==> src/rtl/inert_spi_slave.sv <==
// SPI responder standing in for the inertial sensor: 16-bit packets, small register file, data-ready INT.
// Optional INERT_OVR_EN adds the ovr output and the status register at 0x1E.
module inert_spi_slave #(
   parameter logic [15:0] ODR_PERIOD = 16'd2000,
   parameter logic [7:0]  WHO_AM_I   = 8'h6A
) (
   input  logic        clk,
   input  logic        rst_n,
   input  logic        SS_n,
   input  logic        SCLK,
   input  logic        MOSI,
   output logic        MISO,
   output logic        INT,
   input  logic [15:0] ptch_rt_in,
   input  logic [15:0] roll_rt_in,
   input  logic [15:0] yaw_rt_in,
   input  logic [15:0] ax_in,
   input  logic [15:0] ay_in,
`ifdef INERT_OVR_EN
   output logic        ovr,
`endif
   output logic        cfg_done
);

   logic        ss_ff1, ss_ff2, ss_prev;
   logic        sclk_ff1, sclk_ff2, sclk_prev;
   logic        mosi_ff1, mosi_ff2;
   logic        ss_fall, ss_rise, sclk_rise, sclk_fall;

   logic [15:0] rx_shft, rx_next;
   logic [15:0] tx_shft;
   logic [4:0]  bit_cnt;

   logic [7:0]  int_en, accl_cfg, gyro_cfg, ctrl;
   logic        wr_accl, wr_gyro, wr_ctrl;
   logic [15:0] snap_ptch, snap_roll, snap_yaw, snap_ax, snap_ay;
   logic [7:0]  rd_byte;

   logic [15:0] odr_cnt;
   logic        sample_pend;
   logic        int_q;
   logic        commit, clr_int, wr_en, odr_run, odr_wrap;

   // Double-flop synchronisers; the third stage gives edge detection on synced copies.
   always_ff @(posedge clk or negedge rst_n) begin
      if (!rst_n) begin
         ss_ff1    <= 1'b1;
         ss_ff2    <= 1'b1;
         ss_prev   <= 1'b1;
         sclk_ff1  <= 1'b0;
         sclk_ff2  <= 1'b0;
         sclk_prev <= 1'b0;
         mosi_ff1  <= 1'b0;
         mosi_ff2  <= 1'b0;
      end else begin
         ss_ff1    <= SS_n;
         ss_ff2    <= ss_ff1;
         ss_prev   <= ss_ff2;
         sclk_ff1  <= SCLK;
         sclk_ff2  <= sclk_ff1;
         sclk_prev <= sclk_ff2;
         mosi_ff1  <= MOSI;
         mosi_ff2  <= mosi_ff1;
      end
   end

   assign ss_fall   = ss_prev & ~ss_ff2;
   assign ss_rise   = ~ss_prev & ss_ff2;
   assign sclk_rise = sclk_ff2 & ~sclk_prev & ~ss_ff2;
   assign sclk_fall = ~sclk_ff2 & sclk_prev & ~ss_ff2;
   assign rx_next   = {rx_shft[14:0], mosi_ff2};

   // The 8th rise completes the command byte; a read of 0x22 acknowledges the interrupt.
   assign clr_int  = sclk_rise && (bit_cnt == 5'd7) && (rx_next[7:0] == 8'hA2);
   assign commit   = sample_pend & ss_ff2;
   assign wr_en    = ss_rise && (bit_cnt == 5'd16) && !rx_shft[15];
   assign odr_run  = int_en[1] & cfg_done;
   assign odr_wrap = odr_run && (odr_cnt == ODR_PERIOD - 16'd1);

   always_ff @(posedge clk or negedge rst_n) begin
      if (!rst_n) begin
         rx_shft <= 16'h0000;
         bit_cnt <= 5'd0;
      end else begin
         if (sclk_rise) rx_shft <= rx_next;
         if (ss_fall)
            bit_cnt <= 5'd0;
         else if (sclk_rise && (bit_cnt != 5'd31))
            bit_cnt <= bit_cnt + 5'd1;
      end
   end

   always_comb begin
      rd_byte = 8'h00;
      case (rx_shft[6:0])
         7'h0D: rd_byte = int_en;
         7'h0F: rd_byte = WHO_AM_I;
         7'h10: rd_byte = accl_cfg;
         7'h11: rd_byte = gyro_cfg;
         7'h14: rd_byte = ctrl;
`ifdef INERT_OVR_EN
         7'h1E: rd_byte = {6'b000000, ovr, int_q};
`endif
         7'h22: rd_byte = snap_ptch[7:0];
         7'h23: rd_byte = snap_ptch[15:8];
         7'h24: rd_byte = snap_roll[7:0];
         7'h25: rd_byte = snap_roll[15:8];
         7'h26: rd_byte = snap_yaw[7:0];
         7'h27: rd_byte = snap_yaw[15:8];
         7'h28: rd_byte = snap_ax[7:0];
         7'h29: rd_byte = snap_ax[15:8];
         7'h2A: rd_byte = snap_ay[7:0];
         7'h2B: rd_byte = snap_ay[15:8];
         default: rd_byte = 8'h00;
      endcase
   end

   // Reply byte is loaded at the fall after the command byte so it leads bit 8 of the frame.
   always_ff @(posedge clk or negedge rst_n) begin
      if (!rst_n)
         tx_shft <= 16'h0000;
      else if (ss_fall)
         tx_shft <= 16'h0000;
      else if (sclk_fall) begin
         if ((bit_cnt == 5'd8) && rx_shft[7])
            tx_shft <= {rd_byte, 8'h00};
         else
            tx_shft <= {tx_shft[14:0], 1'b0};
      end
   end

   assign MISO = tx_shft[15];

   always_ff @(posedge clk or negedge rst_n) begin
      if (!rst_n) begin
         int_en   <= 8'h00;
         accl_cfg <= 8'h00;
         gyro_cfg <= 8'h00;
         ctrl     <= 8'h00;
         wr_accl  <= 1'b0;
         wr_gyro  <= 1'b0;
         wr_ctrl  <= 1'b0;
      end else if (wr_en) begin
         case (rx_shft[14:8])
            7'h0D: int_en <= rx_shft[7:0];
            7'h10: begin accl_cfg <= rx_shft[7:0]; wr_accl <= 1'b1; end
            7'h11: begin gyro_cfg <= rx_shft[7:0]; wr_gyro <= 1'b1; end
            7'h14: begin ctrl     <= rx_shft[7:0]; wr_ctrl <= 1'b1; end
            default: ;
         endcase
      end
   end

   assign cfg_done = wr_accl & wr_gyro & wr_ctrl;

   // A wrap that lands on a commit cycle re-arms sample_pend, so it is assigned last.
   always_ff @(posedge clk or negedge rst_n) begin
      if (!rst_n) begin
         odr_cnt     <= 16'h0000;
         sample_pend <= 1'b0;
      end else if (!odr_run) begin
         odr_cnt <= 16'h0000;
         if (!int_en[1]) sample_pend <= 1'b0;
      end else begin
         if (commit) sample_pend <= 1'b0;
         if (odr_wrap) begin
            odr_cnt     <= 16'h0000;
            sample_pend <= 1'b1;
         end else begin
            odr_cnt <= odr_cnt + 16'd1;
         end
      end
   end

   always_ff @(posedge clk or negedge rst_n) begin
      if (!rst_n) begin
         snap_ptch <= 16'h0000;
         snap_roll <= 16'h0000;
         snap_yaw  <= 16'h0000;
         snap_ax   <= 16'h0000;
         snap_ay   <= 16'h0000;
         int_q     <= 1'b0;
      end else begin
         if (commit) begin
            snap_ptch <= ptch_rt_in;
            snap_roll <= roll_rt_in;
            snap_yaw  <= yaw_rt_in;
            snap_ax   <= ax_in;
            snap_ay   <= ay_in;
            int_q     <= 1'b1;
         end else if (clr_int) begin
            int_q <= 1'b0;
         end
      end
   end

   assign INT = int_q;

`ifdef INERT_OVR_EN
   // Overrun: a fresh sample replaced one the host never acknowledged.
   always_ff @(posedge clk or negedge rst_n) begin
      if (!rst_n)
         ovr <= 1'b0;
      else if (commit && int_q)
         ovr <= 1'b1;
      else if (clr_int)
         ovr <= 1'b0;
   end
`endif

endmodule

==> config.mk <==
export PLATFORM = sky130hd
export DESIGN_NAME = inert_spi_slave
export DESIGN_NICKNAME = d
export VERILOG_FILES = /design/src/rtl/inert_spi_slave.sv
export SDC_FILE = /design/constraint.sdc
export NUM_CORES = 1
export LEC_CHECK = 0
export ABC_AREA = 1
export CORE_ASPECT_RATIO = 1.4
export CORE_MARGIN = 4
export CORE_UTILIZATION = 47
export DETAILED_ROUTE_END_ITERATION = 7
export PLACE_DENSITY = 0.74
export SETUP_SLACK_MARGIN = 0.3
export SYNTH_ARGS = -nofsm -noshare
export SYNTH_HDL_FRONTEND = slang
export SYNTH_SLANG_ARGS = --single-unit
==> constraint.sdc <==
create_clock -name clk -period 3.61 [get_ports clk]
set_input_delay 0.361 -clock clk [delete_from_list [all_inputs] [get_ports clk]]
set_output_delay 0.361 -clock clk [all_outputs]
set_load 0.03 [all_outputs]
==> flow_metrics.py <==
metrics = {
    "yosys": {
        "netlist_top_cells_area": "dfrtp_1, mux2_2, nand2_1, nand3_1, inv_1",
        "synth_flop_cell": "dfrtp_1",
        "synth_fp_nets": 988,
        "netlist_instances": 899,
        "async_flop_share": 1.00,
        "ys_warn_count": 0,
        "syn-cell-area_mm2": 0.00812,
        "synth_edf_count": 0,
        "synth_largest_area_cell": "dfrtp_1",
        "synth_top_area_frac": 0.515,
        "yosysMostFrequentCell": "nand2_1",
        "yosys-top-cells-count": "nand2_1, dfrtp_1, nand3_1",
        "ys_seq_area_frac": 0.525,
        "post_synth.cell_area_avg_um2": 9.03,
        "ys_ff_latch": 170,
        "ys_types": 35,
    },
    "setup_path": {
        "critPathLaunch": "rx_shft[4]$_DFFE_PN0P_",
        "timing.critical_path.buf_inv": 2,
        "cp_slowest_cell": "buf_4",
        "slowest_delay_ps": 600,
        "worst-path-max-fanout": 79,
        "startpoint_type": "flop",
        "crit_path_end_kind": "flop",
        "path_cells": "inv_2 > nand2_2 > nor2_4 > buf_4 > nand2_2 > nand3_1 > nor2_2 > nor2_4 > o21ai_1 > nand2_1",
        "crit_cells": 10,
        "reg2regPathDepth": 10,
        "worst_ep_required_time_ps": 3970,
        "cp.arrival_ps": 2520,
        "crit_type": "flop to flop",
        "reg2reg_setup_slack_ps": 1450,
        "path_delay_family": "simple AND/OR/NAND/NOR gates",
        "reg2reg_to": "tx_shft[10]$_DFFE_PN0P_",
        "rr_startpoint": "rx_shft[4]$_DFFE_PN0P_",
    },
    "cells_and_area": {
        "fin_nets": 1070,
        "antennaDiodeCount": 0,
        "fill_cells": 1433,
        "drive_gt1_frac": 0.155,
        "area_delta_synth_final_pct": 21.1,
        "final_util": 0.582,
    },
    "place": {
        "routabilityCongestion": 0.936,
        "dp_hpwl_um": 13900,
        "io_buffers": 87,
        "dp_slack_ps": 1510,
    },
    "clock_tree": {
        "clock_latency_ps": 430,
        "numClockSinks": 170,
        "cts_buffer_depth": 2,
        "cts_resized": 0,
        "post_cts_buffers": 0,
        "root_buffer": "clkbuf_16",
        "tritoncts": "built",
        "cts_made_buffers": 17,
        "htreeDepth": 4,
        "clk_pin_slew_ps": 70,
        "postCtsHoldBufs": 0,
    },
    "floorplanning": {
        "die_area_mm2": 0.0195,
        "core_mm2": 0.0169,
        "start_util": 0.481,
        "rows": 56,
        "ios": 88,
        "die_y_um": 163,
        "die_w_um": 119,
    },
    "detailed_routing": {
        "wl_per_cell_um": 16.1,
        "antenna_left": 0,
        "drt_wl_total_um": 19700,
        "vias": 6518,
        "drt-vias-per-instance": 5.32,
        "dr.pass1.iters": 5,
        "drt_first_iter_violations": 418,
        "drc": 0,
    },
    "timing": {
        "fin_crit_sh": 0.600,
        "whs_ps": -26.4,
        "report.final.slew_viol_count": 0,
        "fin_tns_setup_ps": 0,
        "setup_viol": 0,
        "min_period_ps": 2160,
        "worstMarginPinSlew_ps": 821,
        "fin_ws_ps": 1450,
        "hold_viol": 15,
        "fin_skew_ps": 9.58,
        "rsz0062_at_grt": "false",
        "slew_headroom": 0.447,
        "max_freq_ghz": 0.462,
    },
    "power": {
        "power.leakage_nw": 4.74,
        "fin_total_pwr_mw": 4.62,
        "power.density_mw_per_mm2": 470,
        "peakVddDrop_v": 0.000249,
    },
    "min_path": {
        "hold_class": "primary input to async pin",
    },
    "grt": {
        "grt_max_degree": 83,
        "antenna_found_initial": 0,
        "grtUsageTotal": 0.208,
        "grt_pass1_vias": 6459,
        "grt.overflow.total": 0,
        "grt_pass1_wl_um": 32100,
    },
    "outcome": {
        "run_status": "complete, but fails checks",
        "violations": "hold timing",
    },
    "job": {
        "maxCapViolations": 0,
    },
}
-- how the worst max path moves through the flow --
stage / endpoint / slack (ps)
6_report: tx_shft[10]$_DFFE_PN0P_ / 1450
5_1_grt: tx_shft[11]$_DFFE_PN0P_ / 1250
4_1_cts: cfg_done / 1440
3_5_place_dp: tx_shft[11]$_DFFE_PN0P_ / 1510
3_3_place_gp: tx_shft[15]$_DFFE_PN0P_ / 1560
2_1_floorplan: odr_cnt[0]$_DFF_PN0_ / 1930
-- flip-flops by register name, indices dropped and copies added, names as in the netlist, 16 cells and up --
register and count:
odr_cnt 16, rx_shft 16, snap_ax 16, snap_ay 16, snap_ptch 16, snap_roll 16, snap_yaw 16
-- through the flow --
| stage | cell area [um^2] | hold slack (ps) | cells |
|---|---|---|---|
| floorplan | 8120 | 65.4 | 899 |
| global placement | 9170 | 334 | 1194 |
| detailed placement | 9170 | 342 | 1194 |
| CTS | 9830 | 9.86 | 1226 |
| global route | 9830 | 19.0 | 1226 |
| finish | 9830 | -26.4 | 1226 |
-- metal layers --
metal  vias up  track usage  wire length (um)
met1      3129        0.254              7920
met5         -            0                 0
li1       3107            -                 -
met2       228        0.354              9970
met3        54       0.0426              1010
met4         0       0.0970               805
-- where the power goes --
group | switching (mW) | internal (mW) | leakage, nW
clock | 0.795 | 1.25 | 0.325
combinational | 0.332 | 0.183 | 2.25
sequential | 0.0820 | 1.98 | 2.16
-- cell families after synthesis --
family,after synthesis,synth area share
and+or+nand+nor,425,0.236
muxes,77,0.107
adders and majority gates,4,0.00617
xor gates and xnor gates,4,0.00432
DFF,170,0.525
buffers and inverters,136,0.0700
AOI/OAI and AO/OA,83,0.0526
-- final cells by class --
type,instances,area (um^2),area share
Clock buffer,18,429,0.0437
Sequential cell,170,4260,0.433
Inverter,107,402,0.0409
Clock inverter,14,229,0.0233
Timing Repair Buffer,92,922,0.0938
Tap cell,232,290,0.0295
Multi-Input combinational cell,593,3300,0.336
-- placed cells by master (no fill, tap or decap), drive strengths merged --
master,instances
nand2,191
dfrtp,167
nand3,128
inv,114
clkdlybuf4s50,86
nor2,78
mux2,77
o21ai,69
clkbuf,18
nor3,13
a21oi,7
buf,6
bufinv,5
nor4,5
nand4,4
o22ai,4
ha,4
xor2,3
dfstp,3
nor3b,2
clkinv,2
or2,2
nand3b,1
a211oi,1
xnor2,1
a31oi,1
and3,1
a22oi,1
(Power assumes the default switching activity.)
